===== src/rtl/bin2oct_decoder_pkg.sv =====
// Shared definitions for the binary-to-octal one-hot decoder.
// Holds the buffer FSM state type, the code/symbol widths and the
// reference one-hot conversion used by the decode sub-module.
package bin2oct_decoder_pkg;

    localparam int unsigned OCT_W = 8;
    localparam int unsigned BIN_W = 3;

    // Occupancy of the 2-entry in-order buffer.
    typedef enum logic [1:0] {
        EMPTY = 2'd0,
        ONE   = 2'd1,
        FULL  = 2'd2
    } state_e;

    function automatic logic [OCT_W-1:0] bin2onehot(input logic [BIN_W-1:0] bin);
        logic [OCT_W-1:0] oh;
        oh      = '0;
        oh[bin] = 1'b1;
        return oh;
    endfunction

endpackage


===== src/rtl/bin2oct_decoder_if.sv =====
// Handshake bundle for bin2oct_decoder.
//   in_valid/in_bin/in_ready    : upstream code stream (3-bit codes)
//   out_valid/out_oct/out_ready : downstream one-hot symbol stream
// master : the environment driving codes and accepting symbols
// slave  : the decoder itself
interface bin2oct_decoder_if;
    import bin2oct_decoder_pkg::*;

    logic             in_valid;
    logic [BIN_W-1:0] in_bin;
    logic             in_ready;
    logic             out_valid;
    logic [OCT_W-1:0] out_oct;
    logic             out_ready;

    modport master (
        output in_valid, in_bin, out_ready,
        input  in_ready, out_valid, out_oct
    );

    modport slave (
        input  in_valid, in_bin, out_ready,
        output in_ready, out_valid, out_oct
    );

endinterface


===== src/rtl/oct_onehot_dec.sv =====
// Combinational 3-to-8 one-hot decoder.
//   bin : binary octal digit, bit 2 is the MSB
//   oct : one-hot result, bit k set for code k
module oct_onehot_dec
    import bin2oct_decoder_pkg::*;
(
    input  logic [BIN_W-1:0] bin,
    output logic [OCT_W-1:0] oct
);

    assign oct = bin2onehot(bin);

endmodule


===== src/rtl/bin2oct_decoder.sv =====
// Buffered binary-to-octal one-hot decoder.
// Accepts 3-bit codes over a valid/ready handshake, holds up to two in
// arrival order and presents the oldest one as a one-hot symbol downstream.
//   clk       : clock, rising edge active
//   rst_n     : asynchronous active-low reset
//   clr       : synchronous clear of buffer and counter (wins over push/pop)
//   bus       : code/symbol handshakes (slave side)
//   sym_count : saturating count of delivered symbols
module bin2oct_decoder
    import bin2oct_decoder_pkg::*;
#(
    parameter int unsigned COUNT_W = 8
) (
    input  logic               clk,
    input  logic               rst_n,
    input  logic               clr,
    bin2oct_decoder_if.slave   bus,
    output logic [COUNT_W-1:0] sym_count
);

    state_e           state_q, state_d;
    logic [BIN_W-1:0] head_q, head_d;   // oldest buffered code
    logic [BIN_W-1:0] tail_q, tail_d;   // second code, valid only in FULL
    logic [COUNT_W-1:0] cnt_q, cnt_d;
    logic [OCT_W-1:0] dec_oct;
    logic             push;
    logic             pop;

    // Handshake flags are decodes of the state register only, so in_ready
    // never has a combinational path from out_ready.
    assign bus.in_ready  = (state_q != FULL);
    assign bus.out_valid = (state_q != EMPTY);

    assign push = bus.in_valid & bus.in_ready;
    assign pop  = bus.out_valid & bus.out_ready;

    always_comb begin
        state_d = state_q;
        head_d  = head_q;
        tail_d  = tail_q;
        if (clr) begin
            state_d = EMPTY;
            head_d  = '0;
            tail_d  = '0;
        end else begin
            case (state_q)
                EMPTY: begin
                    if (push) begin
                        head_d  = bus.in_bin;
                        state_d = ONE;
                    end
                end
                ONE: begin
                    case ({push, pop})
                        2'b10: begin
                            tail_d  = bus.in_bin;
                            state_d = FULL;
                        end
                        2'b01: state_d = EMPTY;
                        // Old head leaves, new code becomes the head.
                        2'b11: head_d = bus.in_bin;
                        default: ;
                    endcase
                end
                FULL: begin
                    if (pop) begin
                        head_d  = tail_q;
                        state_d = ONE;
                    end
                end
                default: state_d = EMPTY;
            endcase
        end
    end

    always_comb begin
        cnt_d = cnt_q;
        if (clr) begin
            cnt_d = '0;
        end else if (pop && (cnt_q != {COUNT_W{1'b1}})) begin
            cnt_d = cnt_q + COUNT_W'(1);
        end
    end

    always_ff @(posedge clk or negedge rst_n) begin
        if (!rst_n) begin
            state_q <= EMPTY;
            head_q  <= '0;
            tail_q  <= '0;
            cnt_q   <= '0;
        end else begin
            state_q <= state_d;
            head_q  <= head_d;
            tail_q  <= tail_d;
            cnt_q   <= cnt_d;
        end
    end

    oct_onehot_dec u_dec (
        .bin (head_q),
        .oct (dec_oct)
    );

    // Gate with out_valid so a stale head never shows as a symbol.
    assign bus.out_oct = bus.out_valid ? dec_oct : '0;
    assign sym_count   = cnt_q;

endmodule


===== src/flat_wrapper.sv =====
// flat-port wrapper written by rule: the top's interface ports become plain ports
module bin2oct_decoder_flat import bin2oct_decoder_pkg::*;
#(
    parameter int unsigned COUNT_W = 8
)
  (clk, rst_n, clr, sym_count, bus_in_valid, bus_in_bin, bus_out_ready, bus_in_ready, bus_out_valid, bus_out_oct);
  bin2oct_decoder_if bus_i ();
  input  logic clk;
  input  logic rst_n;
  input  logic clr;
  output logic [COUNT_W-1:0] sym_count;
  input wire logic [$bits(bus_i.in_valid)-1:0] bus_in_valid;
  input wire logic [$bits(bus_i.in_bin)-1:0] bus_in_bin;
  input wire logic [$bits(bus_i.out_ready)-1:0] bus_out_ready;
  output wire logic [$bits(bus_i.in_ready)-1:0] bus_in_ready;
  output wire logic [$bits(bus_i.out_valid)-1:0] bus_out_valid;
  output wire logic [$bits(bus_i.out_oct)-1:0] bus_out_oct;
  assign bus_i.in_valid = bus_in_valid;
  assign bus_i.in_bin = bus_in_bin;
  assign bus_i.out_ready = bus_out_ready;
  assign bus_in_ready = bus_i.in_ready;
  assign bus_out_valid = bus_i.out_valid;
  assign bus_out_oct = bus_i.out_oct;
  bin2oct_decoder #(.COUNT_W(COUNT_W)) u_core (.clk(clk), .rst_n(rst_n), .clr(clr), .bus(bus_i), .sym_count(sym_count));
endmodule

===== config.mk =====
export PLATFORM = sky130hd
export DESIGN_NAME = bin2oct_decoder_flat
export DESIGN_NICKNAME = d
export VERILOG_FILES = /design/src/rtl/bin2oct_decoder_pkg.sv /design/src/rtl/bin2oct_decoder_if.sv /design/src/rtl/oct_onehot_dec.sv /design/src/rtl/bin2oct_decoder.sv /design/src/flat_wrapper.sv
export SDC_FILE = /design/constraint.sdc
export NUM_CORES = 1
export LEC_CHECK = 0
export BUFFER_PORTS_ARGS = -buffer_cell sky130_fd_sc_hd__buf_2
export CAP_MARGIN = 20
export CORE_AREA = 2 2 49 51
export CTS_CLUSTER_DIAMETER = 60
export DETAILED_ROUTE_END_ITERATION = 8
export DIE_AREA = 0 0 51 53
export PLACE_DENSITY = 0.69
export SLEW_MARGIN = 10
export SYNTH_ARGS = -nofsm -noshare
export SYNTH_HDL_FRONTEND = slang
export SYNTH_SLANG_ARGS = --single-unit

===== constraint.sdc =====
create_clock -name clk -period 1.7 [get_ports clk]
set_input_delay 0.17 -clock clk [delete_from_list [all_inputs] [get_ports clk]]
set_output_delay 0.17 -clock clk [all_outputs]
set_load 0.05 [all_outputs]

# After elaboration in Yosys (flattened, before gate mapping)
# Index checks and enable logic that the tools add are counted.
# W data, S select, Z words.
totals:
  elab_cells: 49
  out_inout_bits: 18
  reg_bits: 16
  inputBits: 8
op_classes:
  add_sub_neg: 1
  muxes: 18
  n_reduce_logical: 11
  eq_ne: 11
  magnitude_cmp: 2
  bitwise: 2
ops:
  columns: ["operator", "count"]
  rows:
  - ["$mux W8", 3]
  - ["$mux W3", 7]
  - ["$pmux W3 S3", 1]
  - ["$add A8 B1 Y8 const B", 1]
  - ["$ne A8 B8 Y1 const B", 1]
  - ["$reduce_bool A2 Y1", 4]
  - ["$eq A2 B2 Y1 const B", 3]
  - ["$mux W2", 3]
  - ["$ne A3 B2 Y1 const B", 2]
  - ["$pmux W2 S3", 1]
  - ["$eq A2 B1 Y1 const B", 2]
  - ["$lt A3 B4 Y1 const B", 1]
  - ["$ne A4 B3 Y1 const B", 1]
  - ["$pmux W2 S2", 1]
  - ["$reduce_and A4 Y1", 1]
  - ["$reduce_bool A4 Y1", 1]
  - ["$demux W1 S3", 1]
  - ["$ge A3 B1 Y1 const B", 1]
  - ["$ne A3 B3 Y1 const B", 1]
  - ["$reduce_and A3 Y1", 1]
  - ["$and A1 B1 Y1", 2]
  - ["$logic_and A1 B1 Y1", 2]
  - ["$logic_not A2 Y1", 1]
  - ["$ne A2 B2 Y1 const B", 1]
  - ["2 further kinds", 2]

# Depth between registers and ports, before layout
logic_depth:
  depth_word: 6
  ltp_mapped: 10
  ltp_nobuf: 9

# Hierarchy
# Synthesis repeated with hierarchy kept, for this count alone.
hier_totals:
  hier_cells: 118
  area_unflattened_um2: 1089.8
by_module_without_submodules:
  columns: ["mod", "instances", "area_each_um2", "cells_each"]
  rows:
  - ["bin2oct_decoder", 1, 1024.7, 110]
  - ["oct_onehot_dec", 1, 65.1, 8]

# Worst setup path before layout
# Ideal clock, no wire load.
synth_timing:
  kind: "register to output"
  from: "reg u_core.state_q[0]"
  to: "out bus_out_oct[0]"
  setup_slack_ps: -422
  path_stages_with_launch: 4
  t_required_ps: 1530
  arrival_time_ps: 1952
  n_path_buf: 0
  cell_sequence: "dfrtp_1 or2_2 nand2b_1 nor3_1"
synth_via:
  elab_chain_cells: 2
synth_lines:
  columns: ["element", "line", "rtl"]
  rows:
  - ["from (decl)", "bin2oct_decoder.sv:21", "state_e state_q, state_d;"]
  - ["from (signal assigned)", "bin2oct_decoder.sv:92", "state_q <= state_d;"]
  - ["$reduce_bool A2 Y1", "bin2oct_decoder.sv:32", "assign bus.out_valid = (state_q != EMPTY);"]
  - ["named net bus_out_valid", "flat_wrapper.sv:16", "output wire logic [$bits(bus_i.out_valid)-1:0] bus_out_valid;"]
  - ["$mux W8", "bin2oct_decoder.sv:105", "assign bus.out_oct = bus.out_valid ? dec_oct : '0;"]
  - ["to (decl)", "flat_wrapper.sv:17", "output wire logic [$bits(bus_i.out_oct)-1:0] bus_out_oct;"]
# The timed path passes the listed nets, and every way through them passes these cells.

# Final worst setup path
layout_timing:
  from: "reg u_core.state_q[1]"
  to: "out bus_out_oct[0]"
layout_via:
  elab_chain_cells: 2
layout_lines:
  columns: ["element", "line"]
  rows:
  - ["$reduce_bool A2 Y1", "bin2oct_decoder.sv:32"]
  - ["$mux W8", "bin2oct_decoder.sv:105"]
# Every way passes these cells.

==> metrics.cfg <==
[sta]
timing.fmax_ghz=0.611
finalSetupViolations=0
worst_pin_slew_ns=0.440
setup_tns_ns=0
hold_viol=0
fin_crit_sh_pct=96.2
min_period_ns=1.64
max-slew-margin-rel_pct=70.7
hold_slack_ns=0.132
slew_violations=0
grt_setup_unrepaired=true
fin_skew_ns=0.00226

[outcome]
status=completed

[drt]
vias=837
remaining_drc_errors=0
drt_first_pass_iters=4
ant_nets=0
dr.first_iter.drc_count=8
viasPerCell=5.20
wirelength_um=1960
routedWlPerCell_um=12.2

[logic_synthesis]
synth_area_leaders=dfrtp_1 (43%), mux2i_1 (11%), nor2_1 (8.5%)
synthFlopType=dfrtp_1
syn-cell-area_um2=927
yosysMostFrequentCell=nor2_1
yosys.area.top_type=dfrtp_1
ys_ff_latch=16
yosysWarnings=0
ys_types=27
syn_inst=102
async_reset_ff_share_pct=100
avgSynthCellArea_um2=9.09
syn_nets=113
yosysSeqAreaShare_pct=43.2
synth-edff-count=0
synth_top_area_share_pct=43.2
synth_top_cells_by_count=nor2_1 (21), dfrtp_1 (16), mux2i_1 (10), nand2_1 (10)

[floorplan]
dieArea_mm2=0.00270
die_h_um=53
core_area_mm2=0.00215
rows=17
die_x_um=51
start_util_pct=43.2
ioPinCount=26

[worst_setup_path]
crit_type=flip-flop to output port
r2r-end=u_core.sym_count[5]$_DFFE_PN0P_
startpoint_type=flip-flop
slowest_stage=dfrtp_1
reg2reg_depth=5
worstPathMaxFanout=6
end_kind=output port
crit_chain=buf_4, or2_4, nand2b_4, nor3_2, buf_4
crit_required_ns=1.53
critical-path-max-stage-delay_ns=0.39
path_delay_family=simple AND/OR/NAND/NOR gates
path_buf_inv=2
regToRegStartpoint=u_core.sym_count[0]$_DFFE_PN0P_
timing.critical_path.mode_cell=buf_4
reg2reg_slack_ns=0.10
cp.arrival_ns=1.47

[flow_run]
cap_violations=0

[global_routing]
grt_pass1_vias=822
overflow=0
grt_max_degree=18
grt_pass1_wl_um=3480
track_usage_pct=17.7
antenna_found_initial=0

[clock_network]
tritoncts=built
clockBufferDepth=2
cts-buffers-inserted=3
clock-sinks=16
cts-root-buf=clkbuf_4
htree_levels=1
clock_latency_ns=0.29
clk_pin_slew_ns=0.09

[layout]
antenna_cells=0
fin_area_mm2=0.00127
final_nets=145
num-fill-cells=202
post-route-util_pct=58.9
drive_above_1_share_pct=42.9
area.growth.synth_to_final_pct=36.6

[place]
dp_hpwl_um=1440
portBuffers=25
placed_area_mm2=0.00117
routabilityCongestion=0.802

[power]
power_density_mw_per_mm2=729
peakVddDrop_mv=0.552
leakage_uw=0.000599
p_total_uw=923

[worst_hold_path]
holdPathEnd=u_core.tail_q[0]$_DFFE_PN0P_
hold_path_class=input port to flip-flop
min_path_cells=3
hold_path.startpoint=bus_in_bin[0]

final cells by class:
| cell class | count | area (µm²) | share of cell area [%] |
|---|---|---|---|
| clock buffers | 4 | 36.3 | 2.87 |
| inverters | 4 | 21.3 | 1.68 |
| multi-input cells | 79 | 586 | 46.2 |
| flip-flops and latches | 16 | 403 | 31.8 |
| well taps | 28 | 35.0 | 2.77 |
| repair buffers | 30 | 185 | 14.6 |
kinds of logic (layout without fill, tap and decap cells):
logic type | after synthesis | in the layout | synth area share (%)
xor gates and xnor gates | 3 | 3 | 2.83
DFF | 16 | 16 | 43.2
muxes | 10 | 10 | 10.8
and+or+nand+nor | 51 | 51 | 25.9
adders and majority gates | 3 | 3 | 4.05
buffers and inverters | 7 | 38 | 2.97
AOI/OAI and AO/OA | 12 | 12 | 10.3
sequential cells by signal, indices dropped and copies added (netlist names):
signal / count
u_core.sym_count: 8
u_core.state_q: 2
u_core.head_q: 3
u_core.tail_q: 3
layout by cell type, fill, tap and decap left out, types with 2 or more instances in the layout:
| cell | instances |
|---|---|
| nand3_1 | 2 |
| dfrtp_1 | 14 |
| nor3_2 | 2 |
| mux2i_1 | 10 |
| nor2_1 | 15 |
| dfrtp_2 | 2 |
| nor2b_1 | 2 |
| buf_2 | 17 |
| nand4_1 | 2 |
| a21oi_1 | 2 |
| o211ai_1 | 2 |
| nand2_1 | 8 |
| o31ai_1 | 4 |
| nand2b_1 | 3 |
| xor2_1 | 3 |
| nor2_2 | 6 |
| buf_4 | 12 |
| clkbuf_4 | 3 |
| ha_4 | 2 |
worst max path at each step:
stage | slack [ns] | from | end | cells after the start
after CTS | 0.02 | u_core.state_q[1]$_DFFE_PN0P_ | u_core.state_q[1]$_DFFE_PN0P_ | 7
final | 0.06 | u_core.state_q[1]$_DFFE_PN0P_ | bus_out_oct[0] | 5
after detailed placement | 0.04 | u_core.state_q[1]$_DFFE_PN0P_ | u_core.state_q[1]$_DFFE_PN0P_ | 7
after global placement | 0.07 | u_core.state_q[1]$_DFFE_PN0P_ | u_core.state_q[1]$_DFFE_PN0P_ | 7
after floorplan | -0.16 | u_core.state_q[1]$_DFFE_PN0P_ | u_core.tail_q[0]$_DFFE_PN0P_ | 9
after global routing | -0.01 | u_core.state_q[0]$_DFFE_PN0P_ | u_core.state_q[0]$_DFFE_PN0P_ | 9
routing by layer:
layer,global-route usage [%],wire [µm]
met3,1.98,75
met5,0,0
met4,11.3,51
met2,31.8,968
met1,19.9,867
report_power, final:
| group | switching [µW] | internal (µW) |
|---|---|---|
| Sequential | 21.4 | 399 |
| Combinational | 160 | 89.7 |
| Clock | 122 | 131 |
tightest hold or removal path: cells and delay by family:
family | cells | cell delay, ns
buffers and inverters | 1 | 0.09
and+or+nand+nor | 1 | 0.07
muxes | 1 | 0.06
metrics by stage:
stage	cells	worst slack (ns)
after floorplan	102	-0.161
final	161	0.0645
after global routing	161	-0.0135
after CTS	161	0.0216
after global placement	156	0.0688
after detailed placement	156	0.0430
timing repair:
action | in CTS | in global routing
resized for setup | 12 | 3
endpoints found under the hold margin | 16 | 0
pin swaps | 0 | 0
setup buffers | 0 | 0
endpoints found under the setup margin | 8 | 5
hold buffers | 1 | 0
Note: power is estimated with default switching activity, not from simulation.
